===== src/rtl/fifo_stream_reader.sv =====
// Read-side master for the sync FIFO: issues rd_en, captures the 1-cycle-late data into a
// 2-entry buffer and presents it as a valid/ready stream. Optional counters: FIFO_RD_STATS_EN.
module fifo_stream_reader #(
   parameter int FIFO_WIDTH = 16
`ifdef FIFO_RD_STATS_EN
   , parameter int STAT_W = 16
`endif
) (
   input  logic                  clk,
   input  logic                  rst_n,
   input  logic                  en,
   output logic                  rd_en,
   input  logic [FIFO_WIDTH-1:0] fifo_data_out,
   input  logic                  fifo_empty,
   input  logic                  fifo_underflow,
   output logic [FIFO_WIDTH-1:0] m_data,
   output logic                  m_valid,
   input  logic                  m_ready,
   output logic                  busy,
   output logic [1:0]            dbg_state
`ifdef FIFO_RD_STATS_EN
   , input  logic                stats_clr,
   output logic [STAT_W-1:0]     words_out,
   output logic                  underflow_err
`endif
);

   // Stream handshake: a word moves when m_valid & m_ready are both high at a rising edge;
   // m_data/m_valid never change while m_valid & !m_ready.
   typedef enum logic [1:0] {
      BUF_EMPTY = 2'd0,
      BUF_ONE   = 2'd1,
      BUF_TWO   = 2'd2
   } buf_state_e;

   buf_state_e            state_q;
   logic [FIFO_WIDTH-1:0] head_q;
   logic [FIFO_WIDTH-1:0] tail_q;
   logic                  inflight_q;

   logic       pop;
   logic       capture;
   logic       drop;
   logic [1:0] occ;
   logic [2:0] slots_used;

   assign occ     = state_q;
   assign pop     = m_valid & m_ready;
   assign capture = inflight_q & ~fifo_underflow;
   assign drop    = inflight_q & fifo_underflow;

   // Buffered words plus the word in flight, minus the one leaving this cycle.
   assign slots_used = {1'b0, occ} + {2'b00, inflight_q} - {2'b00, pop};
   assign rd_en      = rst_n & en & ~fifo_empty & (slots_used < 3'd2);

   assign m_valid   = (state_q != BUF_EMPTY);
   assign m_data    = head_q;
   assign busy      = inflight_q | (state_q != BUF_EMPTY);
   assign dbg_state = state_q;

   always_ff @(posedge clk or negedge rst_n) begin
      if (!rst_n) begin
         state_q    <= BUF_EMPTY;
         head_q     <= '0;
         tail_q     <= '0;
         inflight_q <= 1'b0;
      end else begin
         inflight_q <= rd_en;
         case (state_q)
            BUF_EMPTY: begin
               if (capture) begin
                  head_q  <= fifo_data_out;
                  state_q <= BUF_ONE;
               end
            end
            BUF_ONE: begin
               if (capture && pop) begin
                  head_q <= fifo_data_out;
               end else if (capture) begin
                  tail_q  <= fifo_data_out;
                  state_q <= BUF_TWO;
               end else if (pop) begin
                  state_q <= BUF_EMPTY;
               end
            end
            BUF_TWO: begin
               // The read gate keeps occupancy plus in-flight at two, so no capture lands here.
               if (pop) begin
                  head_q  <= tail_q;
                  state_q <= BUF_ONE;
                  if (capture) begin
                     tail_q  <= fifo_data_out;
                     state_q <= BUF_TWO;
                  end
               end
            end
            default: state_q <= BUF_EMPTY;
         endcase
      end
   end

   a_no_capture_when_full: assert property (@(posedge clk) disable iff (!rst_n)
      !(state_q == BUF_TWO && capture));

`ifdef FIFO_RD_STATS_EN
   logic [STAT_W-1:0] words_q;
   logic [STAT_W-1:0] words_d;
   logic              uf_err_q;
   logic              uf_err_d;

   always_comb begin
      words_d  = words_q;
      uf_err_d = uf_err_q;
      if (stats_clr) begin
         words_d  = '0;
         uf_err_d = 1'b0;
      end else begin
         if (pop && (words_q != {STAT_W{1'b1}})) words_d = words_q + 1'b1;
         if (drop) uf_err_d = 1'b1;
      end
   end

   always_ff @(posedge clk or negedge rst_n) begin
      if (!rst_n) begin
         words_q  <= '0;
         uf_err_q <= 1'b0;
      end else begin
         words_q  <= words_d;
         uf_err_q <= uf_err_d;
      end
   end

   assign words_out     = words_q;
   assign underflow_err = uf_err_q;
`else
   logic unused_drop;
   assign unused_drop = drop;
`endif

endmodule


===== config.mk =====
export PLATFORM = sky130hd
export DESIGN_NAME = fifo_stream_reader
export DESIGN_NICKNAME = d
export VERILOG_FILES = /design/src/rtl/fifo_stream_reader.sv
export SDC_FILE = /design/constraint.sdc
export NUM_CORES = 1
export LEC_CHECK = 0
export CORE_MARGIN = 5
export CORE_UTILIZATION = 40
export CTS_BUF_LIST = sky130_fd_sc_hd__clkbuf_8 sky130_fd_sc_hd__clkbuf_16
export CTS_CLUSTER_SIZE = 30
export DETAILED_ROUTE_END_ITERATION = 7
export PLACE_DENSITY_LB_ADDON = 0.2
export SLEW_MARGIN = 30
export SYNTH_ARGS = -nofsm -noshare
export SYNTH_HDL_FRONTEND = slang
export SYNTH_SLANG_ARGS = --single-unit

===== constraint.sdc =====
create_clock -name clk -period 8.4 [get_ports clk]
set_input_delay 2.52 -clock clk [delete_from_list [all_inputs] [get_ports clk]]
set_output_delay 2.52 -clock clk [all_outputs]
set_load 0.03 [all_outputs]

==> flow_summary.json <==
{
  "hold_path.class": "reg2reg",
  "crit_path_max_fanout": 8,
  "distinct_cell_type_count_after_synthesis": 25,
  "synth-edff-count": 0,
  "max_cap_viol_count": 0,
  "groute.usage.overall_pct": 14.1,
  "hold_start": "tail_q[5]",
  "compound_gate_portion_of_the_synthesized_area_pct": 7.28,
  "number_of_antenna_violations_at_the_first_check_in_global_routing": 0,
  "switching_share_pct": 32.3,
  "clock_skew_ns": 0.0101,
  "post_cts_resized": 0,
  "post-synth-top-count-cell": "sky130_fd_sc_hd__dfrtp_1",
  "power.ir.vdd_worst_uv": 156,
  "arrival_ns": 4.85,
  "cts_num_sinks": 35,
  "nFillCells": 331,
  "final_net_count": 195,
  "num_rows": 23,
  "syn_std_cell_area_mm2": 0.00163,
  "cellPowerDensity_mw_per_mm2": 265,
  "global_route.overflow_total": 0,
  "io_buffer_count": 42,
  "timing.setup.critical_path_class": "in2out",
  "fp.dieH_um": 73.9,
  "clock_latency_ns": 0.28,
  "routed-via-count": 1118,
  "clock_power_share_pct": 27.3,
  "cts_made_buffers": 5,
  "first_pass_grt_wire_length_um": 5650,
  "drc_markers": 0,
  "ios": 43,
  "async_reset_ff_share_pct": 100,
  "synthDominantAreaCellType": "sky130_fd_sc_hd__dfrtp_1",
  "final.min_clock_period_ns": 7.37,
  "tns_ns": 0,
  "detailedRoute.firstIterationViolations": 69,
  "status": "complete, no violations",
  "power_frac_seq_pct": 39.7,
  "max_clock_freq_ghz": 0.136,
  "postcts_setup_bufs": 0,
  "seq_cells_post_synth": 35,
  "rsz_0062_raised_after_global_routing": "false",
  "final_layout_size_suffix_gt1_share_pct": 17.9,
  "post_synth_inst_count": 131,
  "synth_top_family_by_area": "multiplexers",
  "crit_start": "m_ready",
  "synth-simple-area-share_pct": 8.89,
  "totalWireLength_um": 3380,
  "detailedRoute.firstPassIterationCount": 4,
  "power_switching_mw": 0.186,
  "cts.path.max_buffers": 2,
  "seq_area_frac_synth_pct": 53.6,
  "clk_root_buffer_cell": "sky130_fd_sc_hd__clkbuf_8",
  "yosys_warnings": 0,
  "count_of_inserted_antenna_diode_cells": 0,
  "slew_headroom_pct": 60.9,
  "min_period_over_period_pct": 87.7,
  "route.detailed.wl_per_inst_um": 15.1,
  "antenna_violating_nets_post_route": 0,
  "crit_path_end_kind": "output port",
  "place_hpwl_um": 2280,
  "synth.cells.most_frequent": "sky130_fd_sc_hd__dfrtp_1, sky130_fd_sc_hd__nor2_1, sky130_fd_sc_hd__mux2i_1",
  "cts_max_level": 2,
  "synthTopCellsByArea": "sky130_fd_sc_hd__dfrtp_1, sky130_fd_sc_hd__mux2i_1, sky130_fd_sc_hd__mux2_4",
  "via_per_inst": 5.01,
  "setup_viol_count_final": 0,
  "worstMarginPinSlew_ns": 0.586,
  "yosys.area_share.xor_xnor_pct": 1.07,
  "comb_power_share_pct": 32.9,
  "drv_slew": 0,
  "utilization_pct": 54.8,
  "postSynthAreaPerCell_um2": 12.5,
  "area_delta_synth_final_pct": 33.3,
  "die-area_mm2": 0.00546,
  "initial_core_utilization_pct": 41.1,
  "synth_nets": 154,
  "hold_violations": 0,
  "pleak_nw": 0.980,
  "tritoncts": "built",
  "synth_ff_type": "sky130_fd_sc_hd__dfrtp_1",
  "dieWidth_um": 73.9,
  "worstPathRequired_ns": 5.88,
  "placeableCoreArea_mm2": 0.00397,
  "p_int_mw": 0.391,
  "routabilityCongestion": 0.752,
  "synth_top_area_share_pct": 53.6,
  "grt_pass1_vias": 1209,
  "post_cts_hold_buffer_count": 0,
  "pin_count_of_the_biggest_net_entering_global_routing": 37,
  "clock_input_transition_at_the_sequential_cells_of_the_worst_setup_and_hold_paths_ns": 0.06,
  "yosys.area_share.adder_pct": 1.23,
  "timing.critical_path.from_type": "input port",
  "crit-reg2reg-launch": "dbg_state[1]",
  "muxShareOfSynthArea_pct": 23.8
}
## flip-flops by register name, summed over array words and instances (netlist names)
register	cells
dbg_state	2
inflight_q	1
m_data	16
tail_q	16
## area by class of cell
type	count	area, um2	share of cell area, %
Tap cell	50	62.6	2.87
Multi-Input combinational cell	86	694	31.9
Clock inverter	2	35.0	1.61
Inverter	1	3.75	0.172
Sequential cell	35	876	40.2
Clock buffer	6	82.6	3.79
Timing Repair Buffer	43	423	19.4
## power groups by stage
stage | Clock (mW) | Combinational, mW | Sequential (mW)
floorplan | 0 | 0.0500 | 0.287
global placement | 0 | 0.189 | 0.231
detailed placement | 0 | 0.192 | 0.232
CTS | 0.162 | 0.193 | 0.229
global route | 0.171 | 0.203 | 0.234
finish | 0.158 | 0.190 | 0.229
## layout by cell type (no fill, tap or decap), drive strengths merged, types with 2 or more instances in the layout
cell type and instances:
buf 2, mux2i 17, clkdlybuf4s50 41, mux2 16, dfrtp 35, nor2 18
clkbuf 6, nand2 2, a21oi 16, a22o 2, nand2b 3, xor2 2
## cells by family (layout without fill, tap and decap cells)
logic type / count (synthesis) / in the layout
compound gates: 20 / 20
mux: 33 / 33
flops: 35 / 35
xor+xnor: 2 / 2
fa+ha+maj: 1 / 1
simple gates: 30 / 30
buf+inv: 10 / 52
## layer usage
| layer | wire length, um | GRT usage [%] | vias up |
|---|---|---|---|
| li1 | - | - | 530 |
| met1 | 1430 | 15.7 | 552 |
| met2 | 1700 | 23.8 | 32 |
| met3 | 219 | 6.02 | 4 |
| met4 | 27 | 4.83 | 0 |
| met5 | 0 | 0 | - |
## metrics by stage
step	hold WS [ns]	std cells	worst slack [ns]	power (mW)	cell area, um2
floorplan	0.479	131	1.88	0.337	1630
global route	0.530	223	0.894	0.608	2180
global placement	0.486	215	1.10	0.420	2050
CTS	0.513	223	1.03	0.584	2180
detailed placement	0.495	215	1.04	0.424	2060
finish	0.511	223	1.03	0.577	2180
## worst paths after layout
kind                              to  slack (ns)  cells after the start
max reg2reg                tail_q[9]        6.25                      4
min in group asynchronous  m_data[3]        2.26                      2
min reg2reg                tail_q[5]        0.51                      1
max in group asynchronous  m_data[2]        5.80                      2
min                        tail_q[5]        0.51                      1
max                            rd_en        1.03                      7
## worst max-delay path: stages
cell,delay (ns)
sky130_fd_sc_hd__clkdlybuf4s50_1,0.63
sky130_fd_sc_hd__xor2_1,0.17
sky130_fd_sc_hd__nand2_1,0.08
sky130_fd_sc_hd__fa_1,0.49
sky130_fd_sc_hd__nand4b_1,0.09
sky130_fd_sc_hd__nor2_1,0.17
sky130_fd_sc_hd__clkdlybuf4s50_1,0.70
Note: power is estimated with default switching activity, not from simulation.
